## src/rtl/uart_tx_sched_if.sv

```systemverilog
// Requester handshake and transmitter-side signals of the shared UART scheduler.
// The scheduler takes the slave view; the requesters and transmitter drive through the master view.
interface uart_tx_sched_if #(
  parameter int D_W   = 8,
  parameter int N_REQ = 4
);
  localparam int ID_W = $clog2(N_REQ);

  logic [N_REQ-1:0]     req_valid;
  logic [N_REQ*D_W-1:0] req_data;
  logic [N_REQ-1:0]     req_ready;
  logic [D_W-1:0]       tx_data;
  logic                 tx_start;
  logic                 tx_done;
  logic [ID_W-1:0]      grant_id;
  logic                 busy;
  logic                 timeout_err;

  modport master (
    output req_valid, req_data, tx_done,
    input  req_ready, tx_data, tx_start, grant_id, busy, timeout_err
  );

  modport slave (
    input  req_valid, req_data, tx_done,
    output req_ready, tx_data, tx_start, grant_id, busy, timeout_err
  );
endinterface

```

## src/rtl/uart_tx_sched.sv

```systemverilog
// Round-robin scheduler sharing one UART transmitter between N_REQ byte producers,
// with a watchdog that abandons a frame whose done pulse never arrives.
module uart_tx_sched #(
  parameter int D_W         = 8,
  parameter int N_REQ       = 4,
  parameter int TIMEOUT_CYC = 4096
) (
  input  logic           clk,
  input  logic           rst,
  uart_tx_sched_if.slave bus
);
  localparam int ID_W = $clog2(N_REQ);
  localparam int WD_W = $clog2(TIMEOUT_CYC) + 1;
  localparam logic [WD_W-1:0] WD_LAST = WD_W'(TIMEOUT_CYC - 1);
  localparam logic [ID_W-1:0] PTR_RST = ID_W'(N_REQ - 1);

  typedef enum logic [1:0] {
    S_IDLE,
    S_START,
    S_WAIT_DONE
  } state_t;

  state_t           r_state;
  state_t           w_state_nxt;
  logic [ID_W-1:0]  r_ptr;
  logic [ID_W-1:0]  r_grant_id;
  logic [D_W-1:0]   r_tx_data;
  logic [WD_W-1:0]  r_wdog;
  logic             r_busy;
  logic             r_tx_start;
  logic [ID_W-1:0]  w_winner;
  logic [ID_W-1:0]  w_cand;
  logic             w_found;
  logic             w_accept;
  logic             w_timeout;
  logic [N_REQ-1:0] w_ready;
  logic [D_W-1:0]   w_bytes [N_REQ];

  always_comb begin
    for (int i = 0; i < N_REQ; i++) begin
      w_bytes[i] = bus.req_data[i*D_W +: D_W];
    end
  end

  // Search starts just after the last winner, so a continuous requester waits at most N_REQ-1 grants.
  always_comb begin
    // NOTE: every signal written in a combinational block gets a default first, so no path infers a latch.
    w_found  = 1'b0;
    w_winner = '0;
    w_cand   = '0;
    for (int k = 1; k <= N_REQ; k++) begin
      w_cand = ID_W'((int'(r_ptr) + k) % N_REQ);
      if (!w_found && bus.req_valid[w_cand]) begin
        w_found  = 1'b1;
        w_winner = w_cand;
      end
    end
  end

  always_ff @(posedge clk) begin
    // NOTE: sequential state uses non-blocking assignments so every register samples pre-edge values.
    if (rst) begin
      r_state <= S_IDLE;
    end else begin
      r_state <= w_state_nxt;
    end
  end

  always_comb begin
    w_state_nxt = r_state;
    w_ready     = '0;
    w_accept    = 1'b0;
    w_timeout   = 1'b0;
    case (r_state)
      S_IDLE: begin
        if (!rst && w_found) begin
          w_ready     = N_REQ'(1) << w_winner;
          w_accept    = 1'b1;
          w_state_nxt = S_START;
        end
      end
      S_START: begin
        w_state_nxt = S_WAIT_DONE;
      end
      S_WAIT_DONE: begin
        // A done pulse on the final watchdog cycle wins over the abort.
        if (bus.tx_done) begin
          w_state_nxt = S_IDLE;
        end else if (r_wdog == WD_LAST) begin
          w_timeout   = !rst;
          w_state_nxt = S_IDLE;
        end
      end
      default: begin
        w_state_nxt = S_IDLE;
      end
    endcase
  end

  always_ff @(posedge clk) begin
    if (rst) begin
      r_ptr      <= PTR_RST;
      r_grant_id <= '0;
      r_tx_data  <= '0;
      r_wdog     <= '0;
      r_busy     <= 1'b0;
      r_tx_start <= 1'b0;
    end else begin
      r_busy     <= (w_state_nxt != S_IDLE);
      r_tx_start <= (w_state_nxt == S_START);
      if (w_accept) begin
        r_ptr      <= w_winner;
        r_grant_id <= w_winner;
        r_tx_data  <= w_bytes[w_winner];
      end
      if (r_state == S_START) begin
        r_wdog <= '0;
      end else if (r_state == S_WAIT_DONE && r_wdog != WD_LAST) begin
        r_wdog <= r_wdog + 1'b1;
      end
    end
  end

  assign bus.req_ready   = w_ready;
  assign bus.tx_data     = r_tx_data;
  assign bus.tx_start    = r_tx_start;
  assign bus.grant_id    = r_grant_id;
  assign bus.busy        = r_busy;
  assign bus.timeout_err = w_timeout;
endmodule
```

## src/flat_wrapper.sv

```systemverilog
// flat-port wrapper written by rule: the top's interface ports become plain ports
module uart_tx_sched_flat 
#(
  parameter int D_W         = 8,
  parameter int N_REQ       = 4,
  parameter int TIMEOUT_CYC = 4096
)
  (clk, rst, bus_req_valid, bus_req_data, bus_tx_done, bus_req_ready, bus_tx_data, bus_tx_start, bus_grant_id, bus_busy, bus_timeout_err);
  uart_tx_sched_if #(.D_W(D_W), .N_REQ(N_REQ)) bus_i ();
  input  logic clk;
  input  logic rst;
  input wire logic [$bits(bus_i.req_valid)-1:0] bus_req_valid;
  input wire logic [$bits(bus_i.req_data)-1:0] bus_req_data;
  input wire logic [$bits(bus_i.tx_done)-1:0] bus_tx_done;
  output wire logic [$bits(bus_i.req_ready)-1:0] bus_req_ready;
  output wire logic [$bits(bus_i.tx_data)-1:0] bus_tx_data;
  output wire logic [$bits(bus_i.tx_start)-1:0] bus_tx_start;
  output wire logic [$bits(bus_i.grant_id)-1:0] bus_grant_id;
  output wire logic [$bits(bus_i.busy)-1:0] bus_busy;
  output wire logic [$bits(bus_i.timeout_err)-1:0] bus_timeout_err;
  assign bus_i.req_valid = bus_req_valid;
  assign bus_i.req_data = bus_req_data;
  assign bus_i.tx_done = bus_tx_done;
  assign bus_req_ready = bus_i.req_ready;
  assign bus_tx_data = bus_i.tx_data;
  assign bus_tx_start = bus_i.tx_start;
  assign bus_grant_id = bus_i.grant_id;
  assign bus_busy = bus_i.busy;
  assign bus_timeout_err = bus_i.timeout_err;
  uart_tx_sched #(.D_W(D_W), .N_REQ(N_REQ), .TIMEOUT_CYC(TIMEOUT_CYC)) u_core (.clk(clk), .rst(rst), .bus(bus_i));
endmodule
```

## config.mk

```make
export PLATFORM = sky130hd
export DESIGN_NAME = uart_tx_sched_flat
export DESIGN_NICKNAME = d
export VERILOG_FILES = /design/src/rtl/uart_tx_sched_if.sv /design/src/rtl/uart_tx_sched.sv /design/src/flat_wrapper.sv
export SDC_FILE = /design/constraint.sdc
export NUM_CORES = 1
export LEC_CHECK = 0
export ABC_CLOCK_PERIOD_IN_PS = 4200
export BUFFER_PORTS_ARGS = -buffer_cell sky130_fd_sc_hd__buf_2
export CORE_MARGIN = 2
export CORE_UTILIZATION = 49
export CTS_CLUSTER_SIZE = 8
export DETAILED_ROUTE_END_ITERATION = 6
export HOLD_SLACK_MARGIN = 0.03
export PLACE_DENSITY_LB_ADDON = 0.25
export SLEW_MARGIN = 20
export SYNTH_ARGS = -nofsm -noshare
export SYNTH_HDL_FRONTEND = slang
export SYNTH_SLANG_ARGS = --single-unit
```

## constraint.sdc

```tcl
create_clock -name clk -period 4.2 [get_ports clk]
set_clock_uncertainty 0.1 [all_clocks]
set_input_delay 1.26 -clock clk [delete_from_list [all_inputs] [get_ports clk]]
set_output_delay 1.26 -clock clk [all_outputs]
set_load 0.02 [all_outputs]
```

==> results <==
- Timing analysis after detailed placement gives a worst setup slack of 0.2927 ns.
- The number of buffers inserted by post-CTS setup repair is 0.
- The worst setup path category is in -> out.
- The fraction of the yosys area taken by sequential cells is 34.76%.
- The leakage power total is 0.8726 nW.
- In this run the power density over the cells is 325.0 mW/mm^2.
- The achievable clock frequency is 0.2561 GHz.
- The met1 track utilization from global routing is 18.48%.
- The via count of the first global-routing pass came to 1317.
- The floorplan step set the die height to 62.39 um.
- At the end of routability-driven placement, the weighted congestion stood at 0.7748.
- The synthesized design contains 29 register bits.
- For the worst-skew pair, the clock arrives at the later sink with an insertion delay of 0.32 ns.
- The initial core utilization is 50.45%.
- The launch point of the worst hold path is u_core.bus.grant_id[1].
- The worst setup path is captured at an output pin.
- The number of buffers added by the clock tree synthesis step is 5.
- The largest fanout on the critical path is 6.
- Counting every sink on the clock net gives 29.
- The die width is 62.39 um.
- The slowest stage of the critical path is the sky130_fd_sc_hd__or3_1 cell.
- The mean number of vias per cell is 5.189.
- TritonCTS built the clock tree.
- For this block, the initial DRC count from the detailed router was 68.
- Data on the critical path arrives at its endpoint at 2.55 ns.
- The final routed wirelength across all metal layers is 3230 um.
- The worst hold path belongs to the class reg -> reg.
- Of the available clock period, the critical path in the final layout requires 92.98%.
- Counting every net in the synthesized netlist gives 222.
- The count of input and output buffers is 55.
- In the synthesized netlist the async set-or-reset flop fraction comes to 0%.
- The setup total negative slack is 0 ns.
- The die covers 0.003892 sq mm.
- Setup repair after global routing left no endpoint under its margin.
- The antenna cell count is 0.
- The first detailed-routing pass took 4 iterations.
- The number of antenna violations at the first check in global routing is 0.
- For this run, the total global-route usage over all layers was measured as 17.81%.
- Measured against its own limit, the worst slew margin works out to 71.83%.
- The average footprint of a synthesized cell is 9.178 sq um.
- The max capacitance violation total is 0.
- For this run, global-route usage on met3 was measured as 7.748%.
- Once routing completed, OpenROAD measured the worst setup slack at 0.2947 ns.
- The H-tree generated during clock tree synthesis spans 2 levels.
- The total I/O pin count is 56.
- VDD sags by at most 182.8 uV.
- The post-synth design cell area is 0.001670 sq mm.
- The minimum clock period after layout is 3.905 ns.
- For this design, the CTS-stage hold fixing added 0 buffers.
- The launching point of the worst reg2reg path is u_core.r_wdog[0].
- Walking the worst path, the cells encountered are buf_2 -> or2_1 -> or3_1 -> inv_2 -> nand2_1 -> nor2b_1 -> buf_2.
- Entering global routing, the biggest net connects 20 pins.
- For the worst setup path, the data required time is 2.84 ns.
- The wire-length estimate of the detail-placed layout is 2507 um.
- The post-detailed-route count of antenna-violating nets is 0.
- In the final design database the tool counted 278 nets.
- The depth of the worst hold-timing path is 2.
- The number of hold violations in the final report is 0.
- The area growth from synthesis to layout is 21.27%.
- Synthesis produced 182 cells.
- For flop-to-flop paths, the worst setup slack is 2.21 ns.
- The run finished with clean final reports.
- At the pin with the least slew margin, the transition time is 0.4225 ns.
- The clock-pin slew reported for the worst setup and hold paths after clock tree synthesis is 0.09 ns.
- The capturing point of the worst reg2reg path is u_core.r_wdog[2].
- The worst register-to-register path has a depth of 6.
- In this design, the stage delay of the slowest critical-path cell is 0.43 ns.
- The global-route congestion overflow total is 0.
- The element type at the critical path start is an input pin.
- The global-route wire length before repair is 5568 um.
- The root buffer cell is sky130_fd_sc_hd__clkbuf_4.
- The setup violation total in the final timing report is 0.
- Yosys mapped a number of flops with a built-in enable equal to 0.
- The count of vias placed by the detailed router is 1479.
- Yosys mapped the design onto 46 distinct sky130hd cell types.
- For met2 alone, demand over resource in global routing was 31.79%.
- The main flop type after synthesis is sky130_fd_sc_hd__dfxtp_1.
- The core region is 0.003311 sq mm.
- The capture endpoint of the worst hold path is u_core.bus.grant_id[1].
- The layer with the highest usage is met2.
- In this design, the critical path's most frequently occurring cell is sky130_fd_sc_hd__buf_2.
- Row generation in the floorplan step produced 21 rows.
- The number of gates resized after cts is 0.
- The fraction of layout instances using a drive strength above 1 is 35.15%.
- After detailed routing, the number of remaining DRC violations is 0.
- The count of yosys warnings during synthesis is 0.
- The final max-slew violation count is 0.
- The average detailed-routed wire length per instance is 11.33 um.
- The number of buffers on the longest clock path is 2.
-- worst max-delay path by stage --
stage,from,endpoint
6_report,rst,bus_req_ready[3]
5_1_grt,bus_req_valid[3],bus_req_ready[2]
4_1_cts,rst,bus_req_ready[3]
3_5_place_dp,rst,bus_req_ready[3]
3_3_place_gp,bus_req_valid[3],bus_req_ready[2]
2_1_floorplan,rst,bus_req_ready[1]
-- per-layer routing --
| metal | vias up | share of wire [%] |
|---|---|---|
| li1 | 767 | - |
| met1 | 663 | 41 |
| met2 | 44 | 49 |
| met3 | 5 | 8.0 |
| met4 | 0 | 1.7 |
| met5 | - | 0 |
-- per-stage QoR --
stage	total power, mW	util (%)	cell area (sq um)	hold slack, ns	std cells
floorplan	0.4569	-	1670	0.3920	182
global placement	0.5065	59.71	1977	0.3530	277
detailed placement	0.5089	59.71	1977	0.3588	277
CTS	0.6682	61.19	2026	0.3719	285
global route	0.6994	61.19	2026	0.4030	285
finish	0.6583	61.19	2026	0.3706	285
-- sequential cells by signal, summed over array words and instances, names as in the netlist --
register             flops
u_core.bus.busy          1
u_core.bus.grant_id      2
u_core.bus.tx_data       8
u_core.bus.tx_start      1
u_core.r_ptr             2
u_core.r_state           2
u_core.r_wdog           13
-- cell type report --
class / count / area (sq um)
tap: 46 / 57.56
fill: 315 / 1285
inverter: 8 / 30.03
multi-input combinational: 134 / 996.0
clock buffer: 8 / 48.80
sequential: 29 / 580.6
timing repair buffer: 60 / 312.8
-- cell usage in the layout, fill, tap and decap left out, drive strengths merged, types with 5 or more instances in the layout --
master and count:
mux2i 17, xnor2 8, nor2 16, dfxtp 29, a21oi 9, inv 8
nand2b 5, o21ai 9, buf 60, nor3 5, clkbuf 8, nand3b 8
nand2 9, mux2 8
-- report_power, final --
group | internal, mW | switching [mW]
combinational | 0.0902 | 0.0993
sequential | 0.297 | 0.0145
clock | 0.0666 | 0.0909
-- synth_stat cells, types with 2 or more instances --
master	number	area, sq um
sky130_fd_sc_hd__a211oi_1	3	22.52
sky130_fd_sc_hd__a21oi_1	9	45.04
sky130_fd_sc_hd__a31oi_1	2	12.51
sky130_fd_sc_hd__and3_1	2	12.51
sky130_fd_sc_hd__and4b_1	2	20.02
sky130_fd_sc_hd__buf_2	5	25.02
sky130_fd_sc_hd__clkbuf_1	4	15.01
sky130_fd_sc_hd__dfxtp_1	29	580.6
sky130_fd_sc_hd__inv_1	7	26.28
sky130_fd_sc_hd__mux2_2	3	33.78
sky130_fd_sc_hd__mux2_4	5	75.07
sky130_fd_sc_hd__mux2i_1	17	170.2
sky130_fd_sc_hd__nand2_1	9	33.78
sky130_fd_sc_hd__nand2b_1	5	31.28
sky130_fd_sc_hd__nand3_1	4	20.02
sky130_fd_sc_hd__nand3b_1	8	60.06
sky130_fd_sc_hd__nor2_1	16	60.06
sky130_fd_sc_hd__nor2b_1	2	12.51
sky130_fd_sc_hd__nor3_1	4	20.02
sky130_fd_sc_hd__nor3b_1	4	30.03
sky130_fd_sc_hd__nor4_1	4	25.02
sky130_fd_sc_hd__o21ai_2	7	61.31
sky130_fd_sc_hd__xnor2_1	8	70.07
-- kinds of logic after synthesis --
group | count (synthesis) | synth area share (%)
buf+inv | 19 | 6.067
flops | 29 | 34.76
fa+ha+maj | 1 | 0.7489
mux | 25 | 16.70
simple gates | 66 | 22.40
compound gates | 34 | 15.13
xor+xnor | 8 | 4.195
-- critical path, delay by kind of cell --
kind	cells	cell delay, ns
buf+inv	3	0.39
simple gates	4	0.90
No activity file was read; power rests on OpenSTA's default activity.
